`src/rtl/window_average_dump_pkg.sv`:
```
// Shared definitions for the window averager: FSM state type, FIFO depth
// and a generic signed saturation helper.
package window_avg_pkg;

    localparam int FIFO_DEPTH = 2;

    typedef enum logic [0:0] {
        COUNT   = 1'b0,
        CAPTURE = 1'b1
    } state_e;

    // Clamp a signed value into the range of a signed 'width'-bit number.
    function automatic logic signed [63:0] sat_signed(input logic signed [63:0] value,
                                                      input int                width);
        logic signed [63:0] max_v;
        logic signed [63:0] min_v;
        max_v = (64'sd1 <<< (width - 1)) - 64'sd1;
        min_v = -(64'sd1 <<< (width - 1));
        if (value > max_v) begin
            return max_v;
        end else if (value < min_v) begin
            return min_v;
        end
        return value;
    endfunction

endpackage

```
`src/rtl/window_average_dump_if.sv`:
```
// Valid/ready stream carrying one signed window average per transfer.
// The producer drives data/valid, the consumer drives ready.
interface window_average_dump_if #(
    parameter int OUT_W = 15
);
    logic [OUT_W-1:0] avg_data;
    logic             avg_valid;
    logic             avg_ready;

    modport master (output avg_data, output avg_valid, input avg_ready);
    modport slave  (input avg_data, input avg_valid, output avg_ready);
endinterface

```
`src/rtl/window_average_dump_result_fifo2.sv`:
```
// Two-entry in-order result FIFO. A push into a full FIFO is accepted only
// when a pop happens on the same edge; otherwise it is dropped and flagged.
module result_fifo2
    import window_avg_pkg::*;
#(
    parameter int WIDTH = 15
) (
    input  logic             clk,
    input  logic             reset,
    input  logic             push_i,
    input  logic [WIDTH-1:0] data_i,
    input  logic             ready_i,
    output logic [WIDTH-1:0] data_o,
    output logic             valid_o,
    output logic             full_o,
    output logic             push_drop_o
);

    logic [WIDTH-1:0] mem_q [FIFO_DEPTH];
    logic [1:0]       count_q;
    logic [1:0]       count_d;
    logic             rd_ptr_q;
    logic             wr_ptr_q;
    logic             pop;
    logic             push_ok;

    assign valid_o     = (count_q != 2'd0);
    assign full_o      = (count_q == 2'(FIFO_DEPTH));
    assign pop         = valid_o && ready_i;
    assign push_ok     = push_i && (!full_o || pop);
    assign push_drop_o = push_i && full_o && !pop;
    assign data_o      = mem_q[rd_ptr_q];

    // Occupancy after this edge's push and pop.
    always_comb begin
        count_d = count_q;
        if (push_ok && !pop) begin
            count_d = count_q + 2'd1;
        end else if (!push_ok && pop) begin
            count_d = count_q - 2'd1;
        end
    end

    // Pointer and occupancy bookkeeping.
    always_ff @(posedge clk or posedge reset) begin
        if (reset) begin
            count_q  <= 2'd0;
            rd_ptr_q <= 1'b0;
            wr_ptr_q <= 1'b0;
        end else begin
            count_q <= count_d;
            if (pop) begin
                rd_ptr_q <= rd_ptr_q + 1'b1;
            end
            if (push_ok) begin
                wr_ptr_q <= wr_ptr_q + 1'b1;
            end
        end
    end

    // Per-entry storage; an entry changes only when it is the write target.
    for (genvar gi = 0; gi < FIFO_DEPTH; gi++) begin : g_entry
        always_ff @(posedge clk or posedge reset) begin
            if (reset) begin
                mem_q[gi] <= '0;
            end else if (push_ok && (wr_ptr_q == 1'(gi))) begin
                mem_q[gi] <= data_i;
            end
        end
    end

endmodule

```
`src/rtl/window_average_dump.sv`:
```
// Per-window average of a free-running accumulator sum.
// Counts sample_en pulses; every 2^LOG2_WIN samples it takes the modular
// difference to the previous snapshot, shifts it down, saturates it and
// queues it in a 2-entry FIFO. Optional macro WINDOW_AVERAGE_ROUND_EN turns
// the floor shift into round-half-up.
module window_average_dump
    import window_avg_pkg::*;
#(
    parameter int SUM_W    = 25,
    parameter int LOG2_WIN = 4,
    parameter int IN_W     = 15,
    parameter int OUT_W    = 15
) (
    input  logic                  clk,
    input  logic                  reset,
    input  logic                  sample_en,
    input  logic [SUM_W-1:0]      sum_in,
    window_average_dump_if.master avg_bus,
    output logic                  ovf
);

    // Window sum must not be able to wrap, and the helper works at 64 bits.
    if (IN_W + LOG2_WIN > SUM_W) begin : g_bad_width
        $error("window_average_dump: IN_W + LOG2_WIN exceeds SUM_W");
    end
    if (LOG2_WIN < 1 || SUM_W > 62 || OUT_W < 2) begin : g_bad_param
        $error("window_average_dump: unsupported parameter combination");
    end

    localparam logic [LOG2_WIN-1:0] CNT_MAX = '1;

    state_e              state_q;
    state_e              state_d;
    logic [LOG2_WIN-1:0] cnt_q;
    logic [SUM_W-1:0]    base_q;
    logic [OUT_W-1:0]    res_q;
    logic                res_vld_q;
    logic                ovf_q;

    logic signed [SUM_W-1:0] diff_w;
    logic signed [SUM_W:0]   ext_w;
    logic signed [SUM_W:0]   shifted_w;
    logic signed [63:0]      sat_w;
    logic                    sat_unused;
    logic [OUT_W-1:0]        avg_w;
    logic                    push_drop_w;
    logic                    full_unused;

    // Modular difference: correct window sum even after the sum wraps.
    assign diff_w = sum_in - base_q;

`ifdef WINDOW_AVERAGE_ROUND_EN
    localparam logic signed [SUM_W:0] RND = {{SUM_W{1'b0}}, 1'b1} << (LOG2_WIN - 1);
    assign ext_w = {diff_w[SUM_W-1], diff_w} + RND;
`else
    assign ext_w = {diff_w[SUM_W-1], diff_w};
`endif

    assign shifted_w  = ext_w >>> LOG2_WIN;
    assign sat_w      = sat_signed({{(63 - SUM_W){shifted_w[SUM_W]}}, shifted_w}, OUT_W);
    assign avg_w      = sat_w[OUT_W-1:0];
    assign sat_unused = ^sat_w[63:OUT_W];

    // Enter CAPTURE for one cycle after the last sample of a window.
    always_comb begin
        state_d = COUNT;
        if (sample_en && (cnt_q == CNT_MAX)) begin
            state_d = CAPTURE;
        end
    end

    // Sample counting, snapshot and result register stage.
    always_ff @(posedge clk or posedge reset) begin
        if (reset) begin
            state_q   <= COUNT;
            cnt_q     <= '0;
            base_q    <= '0;
            res_q     <= '0;
            res_vld_q <= 1'b0;
        end else begin
            state_q   <= state_d;
            res_vld_q <= (state_q == CAPTURE);
            if (sample_en) begin
                cnt_q <= cnt_q + LOG2_WIN'(1);
            end
            if (state_q == CAPTURE) begin
                base_q <= sum_in;
                res_q  <= avg_w;
            end
        end
    end

    // Sticky overflow: set whenever a result is dropped by the full FIFO.
    always_ff @(posedge clk or posedge reset) begin
        if (reset) begin
            ovf_q <= 1'b0;
        end else if (push_drop_w) begin
            ovf_q <= 1'b1;
        end
    end

    assign ovf = ovf_q;

    result_fifo2 #(
        .WIDTH (OUT_W)
    ) u_fifo (
        .clk         (clk),
        .reset       (reset),
        .push_i      (res_vld_q),
        .data_i      (res_q),
        .ready_i     (avg_bus.avg_ready),
        .data_o      (avg_bus.avg_data),
        .valid_o     (avg_bus.avg_valid),
        .full_o      (full_unused),
        .push_drop_o (push_drop_w)
    );

endmodule

```
`src/flat_wrapper.sv`:
```
// flat-port wrapper written by rule: the top's interface ports become plain ports
module window_average_dump_flat import window_avg_pkg::*;
#(
    parameter int SUM_W    = 25,
    parameter int LOG2_WIN = 4,
    parameter int IN_W     = 15,
    parameter int OUT_W    = 15
)
  (clk, reset, sample_en, sum_in, ovf, avg_bus_avg_data, avg_bus_avg_valid, avg_bus_avg_ready);
  window_average_dump_if #(.OUT_W(OUT_W)) avg_bus_i ();
  input  logic clk;
  input  logic reset;
  input  logic sample_en;
  input  logic [SUM_W-1:0] sum_in;
  output logic ovf;
  output wire logic [$bits(avg_bus_i.avg_data)-1:0] avg_bus_avg_data;
  output wire logic [$bits(avg_bus_i.avg_valid)-1:0] avg_bus_avg_valid;
  input wire logic [$bits(avg_bus_i.avg_ready)-1:0] avg_bus_avg_ready;
  assign avg_bus_avg_data = avg_bus_i.avg_data;
  assign avg_bus_avg_valid = avg_bus_i.avg_valid;
  assign avg_bus_i.avg_ready = avg_bus_avg_ready;
  window_average_dump #(.SUM_W(SUM_W), .LOG2_WIN(LOG2_WIN), .IN_W(IN_W), .OUT_W(OUT_W)) u_core (.clk(clk), .reset(reset), .sample_en(sample_en), .sum_in(sum_in), .avg_bus(avg_bus_i), .ovf(ovf));
endmodule
```
`config.mk`:
```
export PLATFORM = sky130hd
export DESIGN_NAME = window_average_dump_flat
export DESIGN_NICKNAME = d
export VERILOG_FILES = /design/src/rtl/window_average_dump_pkg.sv /design/src/rtl/window_average_dump_if.sv /design/src/rtl/window_average_dump_result_fifo2.sv /design/src/rtl/window_average_dump.sv /design/src/flat_wrapper.sv
export SDC_FILE = /design/constraint.sdc
export NUM_CORES = 1
export LEC_CHECK = 0
export ABC_AREA = 0
export BUFFER_PORTS_ARGS = -buffer_cell sky130_fd_sc_hd__buf_2
export CAP_MARGIN = 20
export CORE_UTILIZATION = 39
export DETAILED_ROUTE_END_ITERATION = 7
export PLACE_DENSITY_LB_ADDON = 0.25
export SLEW_MARGIN = 20
export SYNTH_ARGS = -nofsm -noshare
export SYNTH_HDL_FRONTEND = slang
export SYNTH_SLANG_ARGS = --single-unit
```
`constraint.sdc`:
```
create_clock -name clk -period 3.57 [get_ports clk]
set_clock_uncertainty 0.2 [all_clocks]
set_input_delay 0.5355 -clock clk [delete_from_list [all_inputs] [get_ports clk]]
set_output_delay 0.5355 -clock clk [all_outputs]
set_load 0.02 [all_outputs]
```
==> impl_metrics.tcl, run 1 <==
set metrics [dict create \
    groute.usage.overall_pct 16.9 \
    power.density_mw_per_mm2 1010 \
    avgRoutedWirePerCell_microns 14.1 \
    maximum_clock_insertion_buffer_count 2 \
    worst-slew-pin-transition_ns 0.884 \
    number_of_primary_i_o_pins 46 \
    core_area_sq_mm 0.0121 \
    pin_count_of_the_biggest_net_entering_global_routing 54 \
    post-cts-setup-buffers 0 \
    timing.final.crit_share_pct 89.1 \
    yosys.area_share.simple_pct 13.4 \
    setup.worst_path.class "flop to flop" \
    critPathMaxFanout 14 \
    hold_buffer_count_at_cts 0 \
    postRouteAntennaNets 0 \
    adder_and_majority_gate_portion_of_the_synthesized_area_pct 6.48 \
    vias_in_the_first_global_route 3542 \
    ir_worst_vdd_mv 0.400 \
    clock_sink_count 81 \
    layout.cells.most_common "dfrtp_1" \
    synthesized_area_sq_mm 0.00483 \
    place.detailed.hpwl_microns 7350 \
    numCtsBuffers 9 \
    drive_above_1_share_pct 30.1 \
    grt_setup_unrepaired "false" \
    die_area_sq_mm 0.0128 \
    yosys_register_bits 81 \
    vias 3554 \
    fp-row-count 40 \
    synth-async-reset-ratio_pct 100 \
    post_synth_xor_area_fraction_pct 5.44 \
    worst_setup_path_start_kind "flop" \
    cap_viol_max_count 0 \
    drt_wl_total_microns 9830 \
    cp.required_ns 3.58 \
    firstDrtPassIters 4 \
    die_h_microns 113 \
    die_w_microns 113 \
    synth-compound-area-share_pct 17.2 \
    outcome "finished clean" \
    syn_area_per_cell_sq_um 10.1 \
    signed_area_change_from_the_synthesized_netlist_to_the_final_layout_pct 15.8 \
    final_cells 697 \
    path_clk_slew_ns 0.06 \
    finalHoldViolations 0 \
    synthMuxAreaShare_pct 11.0 \
    final-setup-viol-count 0 \
    ys_types 60 \
    design.final.nets 578 \
    dominant_combinational_cell_family_by_area_after_synthesis "compound AO/OA/AOI/OAI gates" \
    setup.worst_path.end_class "flop" \
    routabilityCongestion 0.847 \
    io_buffer_count 45 \
    drcViolationCount 0 \
    via_per_inst 5.10 \
    setup_total_negative_slack_ns 0 \
    overflow 0 \
    floorplan.initialDensity_pct 40.0 \
    synthFlopType "dfrtp_1" \
    synth-seq-area-share_pct 42.0 \
    power.leakage_nw 2.49 \
    first_iter_violations 199 \
    cts_tree "yes" \
    grt_pass1_wl_microns 17200 \
    timing.critical_path.arrival_ns 3.19 \
    max-slew-margin-rel_pct 41.0 \
    grt_antenna_before_repair 0 \
    most-common-layout-cells "80 x dfrtp_1, 47 x mux2_2, 47 x nand2_1" \
    holdCritPathClass "primary input to async pin" \
    period_needed_ns 3.18 \
    insertion_delay_to_the_later_sink_of_the_worst_skew_pair_ns 0.34 \
    yosysWarningCount 0 \
    cts_max_level 3 \
    drv_slew 0 \
    place_inst 681 \
    insertedDiodeCount 0 \
    maxClockFrequency_ghz 0.314 \
    synth_edf_count 0 \
    mappedNetlistNets 534 \
    clock_tree.root_cell "clkbuf_16" \
    syn_inst 480 \
]
-- Yosys cell counts, types with 2 or more instances --
cell type	n	area (sq um)
nand2_1	47	176
nand2b_2	5	43.8
xnor2_1	16	140
ha_1	25	313
nor3_1	6	30.0
a31oi_1	5	31.3
a21o_1	6	45.0
o211ai_1	3	22.5
o21ai_0	44	220
clkbuf_1	13	48.8
dfrtp_1	81	2030
or3_1	2	12.5
nand4_1	9	56.3
o22ai_1	4	25.0
nor4_2	2	25.0
nor2_1	28	105
o21ai_1	2	10.0
inv_1	28	105
nor4_1	2	12.5
nand2b_1	2	12.5
nand3_1	14	70.1
mux2_2	47	529
a21oi_2	4	35.0
o21bai_1	2	15.0
buf_1	3	11.3
a31oi_2	5	62.6
o21a_1	4	30.0
buf_2	7	35.0
xor2_1	9	78.8
o221ai_1	3	26.3
a21oi_1	23	115
-- per-stage QoR --
step | power (mW) | instance area, sq um | worst slack (ns) | hold slack, ns | util, %
2_1_floorplan | 3.93 | 4830 | 0.395 | 0.149 | -
3_3_place_gp | 4.63 | 5280 | 0.128 | 0.250 | 43.7
3_5_place_dp | 4.70 | 5280 | 0.0817 | 0.260 | 43.7
4_1_cts | 5.69 | 5590 | 0.379 | 0.184 | 46.3
5_1_grt | 6.12 | 5590 | 0.0785 | 0.214 | 46.4
6_report | 5.64 | 5590 | 0.390 | 0.151 | 46.4
-- power breakdown --
group	internal [mW]	switching [mW]	total [mW]	leakage (nW)
clock	0.555	0.404	0.960	0.149
sequential	1.35	0.267	1.62	0.956
combinational	1.31	1.75	3.06	1.39
total	3.22	2.42	5.64	2.49
-- layer usage --
metal | vias to the layer above | GRT usage (%) | routed length, microns
met4 | 0 | 3.68 | 84
met5 | - | 0 | 0
met3 | 9 | 4.34 | 334
li1 | 1790 | - | -
met2 | 53 | 27.6 | 4570
met1 | 1702 | 22.6 | 4840
-- registers in the layout, summed over array words and instances, names as in the netlist --
register	count
u_core.u_fifo.wr_ptr_q	1
u_core.u_fifo.rd_ptr_q	1
u_core.res_q	15
u_core.state_q	1
u_core.base_q	25
u_core.cnt_q	4
u_core.ovf	1
u_core.u_fifo.count_q	2
u_core.u_fifo.mem_q	30
u_core.res_vld_q	1
-- worst max-delay path, cell delays in order, from the launching register on --
cell,delay [ns]
dfrtp_1,0.33
inv_1,0.05
ha_1,0.38
a21oi_1,0.29
o21ai_1,0.17
or3_1,0.38
nor3_1,0.17
nor2_1,0.09
xnor2_1,0.32
nand2_1,0.16
o31ai_4,0.23
buf_12,0.19
o22ai_1,0.09
-- worst paths after layout --
check | startpoint | slack, ns | end | cells after the start
setup / recovery | u_core.base_q[15]$_DFFE_PP0P_ | 0.39 | u_core.res_q[11]$_DFFE_PP0P_ | 12
hold / removal | reset | 0.15 | u_core.cnt_q[3]$_DFFE_PP0P_ | 2
setup reg to reg | u_core.base_q[15]$_DFFE_PP0P_ | 0.39 | u_core.res_q[11]$_DFFE_PP0P_ | 12
hold reg to reg | u_core.res_vld_q$_DFF_PP0_ | 0.27 | u_core.ovf$_DFFE_PP0P_ | 1
max in group asynchronous | reset | 2.37 | u_core.u_fifo.mem_q[15]$_DFFE_PP0P_ | 3
min in group clk | sum_in[23] | 0.22 | u_core.base_q[23]$_DFFE_PP0P_ | 3
-- final cells by class --
cell class,instances,area [sq um]
repair buffers,58,348
fillers,1159,6470
flip-flops and latches,81,2030
multi-input cells,346,2590
clock inverters,7,83.8
well taps,168,210
inverters,28,106
clock buffers,9,225
-- repair_timing --
item | CTS | global route
gates resized for setup | 0 | 1
setup endpoints to repair | 0 | 1
endpoints found under the hold margin | 0 | 0
-- kinds of logic after synthesis --
| kind of cell | Yosys count |
|---|---|
| adder cells (fa/ha/maj) | 25 |
| buffers and inverters | 53 |
| multiplexers | 47 |
| AND/OR/NAND/NOR | 128 |
| flip-flops | 81 |
| AO/OA/AOI/OAI | 119 |
| XOR/XNOR | 27 |
Power figures use the tool's default switching activity.
==> run 2: changes to the inputs <==
--- a/config.mk
+++ b/config.mk
@@ -8,9 +8,11 @@
 export ABC_AREA = 0
 export BUFFER_PORTS_ARGS = -buffer_cell sky130_fd_sc_hd__buf_2
 export CAP_MARGIN = 20
+export CORE_ASPECT_RATIO = 1.75
 export CORE_UTILIZATION = 39
 export DETAILED_ROUTE_END_ITERATION = 7
 export PLACE_DENSITY_LB_ADDON = 0.25
+export RECOVER_POWER = 50
 export SLEW_MARGIN = 20
 export SYNTH_ARGS = -nofsm -noshare
 export SYNTH_HDL_FRONTEND = slang
==> run 2 against run 1 <==
  * The flow now finishes with violations (max-capacitance violations, max-slew violations)
  * Sequential share of layout area is 0.33 points lower
  * Wire length is 3.6% higher
  * Non-clock buffer count is 5 higher
  * Power is 1.9% higher
  * Register-to-register slack worse by 0.14 ns
  * Critical path depth stayed put
  * Flip-flop and latch count stayed put
  * Fmax is 4.3% lower
  * Cell count is 0.29% higher
  * Global-route usage is 0.50 points higher
  * Die area is 0.14% higher
  * Largest cell class unchanged
==> impl_metrics.tcl, run 2 (synthesis results as in run 1) <==
set metrics [dict create \
    holdCritStartpoint "sum_in[20]" \
    die_h_microns 149 \
    cp.required_ns 3.62 \
    worst-slew-pin-transition_ns 1.57 \
    whs_path_depth 3 \
    worst_setup_path_start_kind "flop" \
    power.leakage_nw 2.53 \
    critPathMaxFanout 7 \
    post-cts-setup-buffers 0 \
    largest_register_ff_count 30 \
    r2r.worst_path.cells 12 \
    design.final.nets 583 \
    max_flop_register "u_core.u_fifo.mem_q" \
    core_area_sq_mm 0.0121 \
    path_clk_slew_ns 0.07 \
    first_iter_violations 154 \
    vias_in_the_first_global_route 3698 \
    timing.reg2reg.setup_slack_ns 0.25 \
    finalHoldViolations 0 \
    io_buffer_count 45 \
    period_needed_ns 3.32 \
    floorplan.initialDensity_pct 40.0 \
    post_cts.resized_instances 0 \
    groute.usage.overall_pct 17.4 \
    hold_buffer_count_at_cts 0 \
    drv_slew 36 \
    setup.worst_path.end_class "flop" \
    violations_in_the_final_reports "max-capacitance violations, max-slew violations" \
    die_w_microns 86.1 \
    place.detailed.hpwl_microns 7910 \
    reg2reg_from "u_core.base_q[2]$_DFFE_PP0P_" \
    clock_sink_count 81 \
    avgRoutedWirePerCell_microns 14.6 \
    vias 3572 \
    worst_hold_slack_ns 0.213 \
    power.density_mw_per_mm2 1020 \
    layout.cells.most_common "dfrtp_1" \
    postRouteAntennaNets 0 \
    setup.worst_path.class "flop to flop" \
    routabilityCongestion 0.873 \
    drcViolationCount 0 \
    die_area_sq_mm 0.0129 \
    insertedDiodeCount 0 \
    cts_max_level 3 \
    max-slew-margin-rel_pct -4.95 \
    signed_area_change_from_the_synthesized_netlist_to_the_final_layout_pct 16.8 \
    rr_endpoint "u_core.res_q[11]$_DFFE_PP0P_" \
    final-setup-viol-count 0 \
    cts_tree "yes" \
    final_cells 699 \
    cap_viol_max_count 1 \
    grt_pass1_wl_microns 17400 \
    firstDrtPassIters 4 \
    ir_worst_vdd_mv 0.349 \
    overflow 0 \
    clock_tree.root_cell "clkbuf_16" \
    maxClockFrequency_ghz 0.301 \
    most-common-layout-cells "81 x dfrtp_1, 47 x mux2_2, 47 x nand2_1" \
    fp-row-count 53 \
    final_area_sq_mm 0.00564 \
    pin_count_of_the_biggest_net_entering_global_routing 48 \
    numCtsBuffers 9 \
    timing.critical_path.arrival_ns 3.38 \
    holdCritPathClass "primary input to flop" \
    insertion_delay_to_the_later_sink_of_the_worst_skew_pair_ns 0.34 \
    grt_setup_unrepaired "false" \
    outcome "finished with violations" \
    number_of_primary_i_o_pins 46 \
    via_per_inst 5.11 \
    place_inst 683 \
    dpl_cell_area_sq_mm 0.00531 \
    hold_end "u_core.base_q[20]$_DFFE_PP0P_" \
    drt_wl_total_microns 10200 \
    grt_antenna_before_repair 0 \
    layout_top_registers "u_core.u_fifo.mem_q (30), u_core.base_q (25), u_core.res_q (15)" \
    drive_above_1_share_pct 30.5 \
    maximum_clock_insertion_buffer_count 2 \
    timing.final.crit_share_pct 93.1 \
    n_fill_cell 1184 \
]
==> run 2: critical path, cell delays in order (launching register included) <==
cell      delay, ns
dfrtp_1        0.37
inv_1          0.07
ha_1           0.21
o21a_1         0.13
nor2_1         0.07
nor4_1         0.37
buf_4          0.18
nor2_1         0.06
or4_1          0.52
o211a_1        0.28
nor4_4         0.41
a21boi_2       0.20
o22ai_1        0.16
==> run 2: power breakdown <==
group,internal (mW),leakage [nW],switching (mW)
sequential,1.35,0.958,0.266
clock,0.654,0.162,0.383
combinational,1.35,1.41,1.75
total,3.35,2.53,2.40
==> run 2: area by class of cell <==
type	instances	area, sq um	share of cell area (%)
sequential	81	2030	35.9
timing repair buffer	63	370	6.57
clock inverter	5	85.1	1.51
tap	165	206	3.66
inverter	28	106	1.89
clock buffer	11	253	4.48
multi-input combinational	346	2590	46.0
==> run 2: how the worst max path moves through the flow <==
stage,start,end,slack [ns]
after CTS,u_core.base_q[2]$_DFFE_PP0P_,u_core.res_q[11]$_DFFE_PP0P_,0.20
after global placement,sum_in[13],u_core.res_q[12]$_DFFE_PP0P_,-0.01
after global routing,u_core.base_q[2]$_DFFE_PP0P_,u_core.res_q[12]$_DFFE_PP0P_,0.05
after detailed placement,sum_in[2],u_core.res_q[11]$_DFFE_PP0P_,-0.06
final,u_core.base_q[2]$_DFFE_PP0P_,u_core.res_q[11]$_DFFE_PP0P_,0.25
after floorplan,sum_in[7],u_core.res_q[1]$_DFFE_PP0P_,0.40
==> run 2: stage by stage <==
stage | utilization [%] | power [mW] | setup TNS (ns) | setup WS (ns)
after floorplan | - | 3.93 | 0 | 0.395
after global placement | 44.0 | 4.66 | -0.0449 | -0.0124
after detailed placement | 44.0 | 4.74 | -0.278 | -0.0626
after CTS | 46.8 | 5.80 | 0 | 0.199
after global routing | 46.7 | 6.20 | 0 | 0.0529
final | 46.7 | 5.75 | 0 | 0.247
==> run 2: per-layer routing <==
metal  share of wire (%)  global-route usage, %  wire length [microns]  vias to the layer above
li1                    -                      -                      -                     1795
met3                 2.5                   3.43                    254                       21
met1                  40                   19.5                   4120                     1702
met2                  54                   31.1                   5490                       54
met5                   0                      0                      0                        -
met4                 3.2                   8.25                    327                        0
==> run 3: changes to the inputs <==
--- a/config.mk
+++ b/config.mk
@@ -10,6 +10,7 @@
 export CAP_MARGIN = 20
 export CORE_ASPECT_RATIO = 1.75
 export CORE_UTILIZATION = 39
+export CTS_BUF_LIST = sky130_fd_sc_hd__clkbuf_8
 export DETAILED_ROUTE_END_ITERATION = 7
 export PLACE_DENSITY_LB_ADDON = 0.25
 export RECOVER_POWER = 50
==> run 3 against run 2 <==
  * The flow still finishes with violations (max-capacitance violations, max-slew violations)
  * Die area unchanged
  * Core utilization fell by 0.84 points
  * Combinational power barely moved
  * Critical endpoint is now u_core.res_q[13]$_DFFE_PP0P_
==> impl_metrics.tcl, run 3 (synthesis results as in run 1) <==
set metrics [dict create \
    outcome "finished with violations" \
    violations_in_the_final_reports "max-capacitance violations, max-slew violations" \
    clock_sink_count 81 \
    die_h_microns 149 \
    signed_area_change_from_the_synthesized_netlist_to_the_final_layout_pct 14.7 \
    timing.final.crit_share_pct 93.1 \
    period_needed_ns 3.32 \
    maximum_clock_insertion_buffer_count 2 \
    place.detailed.hpwl_microns 7910 \
    drv_slew 36 \
    setup.worst_path.class "flop to flop" \
    insertion_delay_to_the_later_sink_of_the_worst_skew_pair_ns 0.37 \
    cap_viol_max_count 1 \
    worst_hold_slack_ns 0.185 \
    grt_antenna_before_repair 0 \
    core_area_sq_mm 0.0121 \
    routabilityCongestion 0.873 \
    maxClockFrequency_ghz 0.301 \
    overflow 0 \
    worst_setup_path_start_kind "flop" \
    die_area_sq_mm 0.0129 \
    holdCritStartpoint "sum_in[20]" \
    holdCritPathClass "primary input to flop" \
    grtUsageMet1_pct 19.6 \
    cts_tree "yes" \
    finalHoldViolations 0 \
    postRouteAntennaNets 0 \
    n_fill_cell 1196 \
    number_of_primary_i_o_pins 46 \
    timing.critical_path.arrival_ns 3.40 \
    io_buffer_count 45 \
    drcViolationCount 0 \
    worst-slew-pin-transition_ns 1.56 \
    clock_tree.root_cell "clkbuf_8" \
    dpl_cell_area_sq_mm 0.00531 \
    first_iter_violations 137 \
    seqCellArea_sq_mm 0.00203 \
    cp.required_ns 3.65 \
    post-cts-setup-buffers 0 \
    final_area_sq_mm 0.00554 \
    cts_max_level 3 \
    power.leakage_nw 2.48 \
    grt_setup_unrepaired "false" \
    drive_above_1_share_pct 30.5 \
    critPathMaxFanout 7 \
    most-common-layout-cells "81 x dfrtp_1, 47 x mux2_2, 47 x nand2_1" \
    die_w_microns 86.1 \
    grtUsageMet2_pct 31.2 \
    setup.worst_path.end_class "flop" \
    insertedDiodeCount 0 \
    power.density_mw_per_mm2 992 \
    reg2reg_from "u_core.base_q[2]$_DFFE_PP0P_" \
    timing.reg2reg.setup_slack_ns 0.25 \
    fp-row-count 53 \
    vias_in_the_first_global_route 3701 \
    gr-max-usage-layer "met2" \
    critPathLaunch "u_core.base_q[2]$_DFFE_PP0P_" \
    pin_count_of_the_biggest_net_entering_global_routing 48 \
    drt_wl_total_microns 10200 \
    final-setup-viol-count 0 \
    multi_input_comb_area_sq_mm 0.00259 \
    layout.cells.most_common "dfrtp_1" \
    via_per_inst 5.14 \
    vias 3596 \
    max-slew-margin-rel_pct -4.86 \
    firstDrtPassIters 4 \
    max_flop_register "u_core.u_fifo.mem_q" \
    largest_register_ff_count 30 \
    path_clk_slew_ns 0.09 \
    numCtsBuffers 9 \
    grt_pass1_wl_microns 17500 \
    layout_top_registers "u_core.u_fifo.mem_q (30), u_core.base_q (25), u_core.res_q (15)" \
    avgRoutedWirePerCell_microns 14.6 \
    groute.usage.overall_pct 17.4 \
    ir_worst_vdd_mv 0.340 \
    floorplan.initialDensity_pct 40.0 \
    groute.layer.met3.usage_pct 3.71 \
    design.final.nets 583 \
]
run 3: where the power goes:
part | internal [mW] | total, mW | switching (mW)
registers | 1.35 | 1.61 | 0.264
clock network | 0.436 | 0.791 | 0.355
logic | 1.35 | 3.10 | 1.75
total | 3.13 | 5.50 | 2.37
run 3: worst max-delay path, cell delays in order (launching register included):
cell	delay, ns
dfrtp_1	0.38
inv_1	0.07
ha_1	0.21
o21a_1	0.13
nor2_1	0.07
nor4_1	0.37
buf_4	0.18
nor2_1	0.06
or4_1	0.52
o211a_1	0.28
nor4_4	0.41
a21boi_2	0.20
o22ai_1	0.16
run 3: worst paths after layout:
| kind | to | depth (start not counted) |
|---|---|---|
| min in group asynchronous | u_core.cnt_q[2]$_DFFE_PP0P_ | 2 |
| hold / removal | u_core.base_q[20]$_DFFE_PP0P_ | 3 |
| max in group asynchronous | u_core.base_q[22]$_DFFE_PP0P_ | 3 |
| setup reg to reg | u_core.res_q[13]$_DFFE_PP0P_ | 12 |
| hold reg to reg | u_core.ovf$_DFFE_PP0P_ | 1 |
| setup / recovery | u_core.res_q[13]$_DFFE_PP0P_ | 12 |
run 3: layer usage:
| layer | vias to the layer above | routed length (microns) |
|---|---|---|
| met3 | 22 | 270 |
| met5 | - | 0 |
| met2 | 60 | 5500 |
| met4 | 0 | 332 |
| li1 | 1788 | - |
| met1 | 1726 | 4090 |
run 3: repair_timing:
action	4_1_cts	5_1_grt
endpoints found under the setup margin	0	2
resized for setup	0	1
hold buffers	0	0
run 3: area by class of cell:
type	instances	area share, %
Sequential cell	81	36.6
Tap cell	165	3.73
Clock inverter	5	1.54
Clock buffer	11	2.73
Inverter	28	1.92
Timing Repair Buffer	63	6.69
Multi-Input combinational cell	346	46.8
run 3: through the flow:
stage / utilization [%] / instances / TNS, ns / setup slack (ns) / power [mW]
floorplan: - / 480 / 0 / 0.395 / 3.93
detailed placement: 44.0 / 683 / -0.278 / -0.0626 / 4.74
global route: 45.9 / 699 / 0 / 0.0423 / 5.95
finish: 45.9 / 699 / 0 / 0.246 / 5.50
global placement: 44.0 / 683 / -0.0449 / -0.0124 / 4.66
CTS: 46.0 / 699 / 0 / 0.188 / 5.55
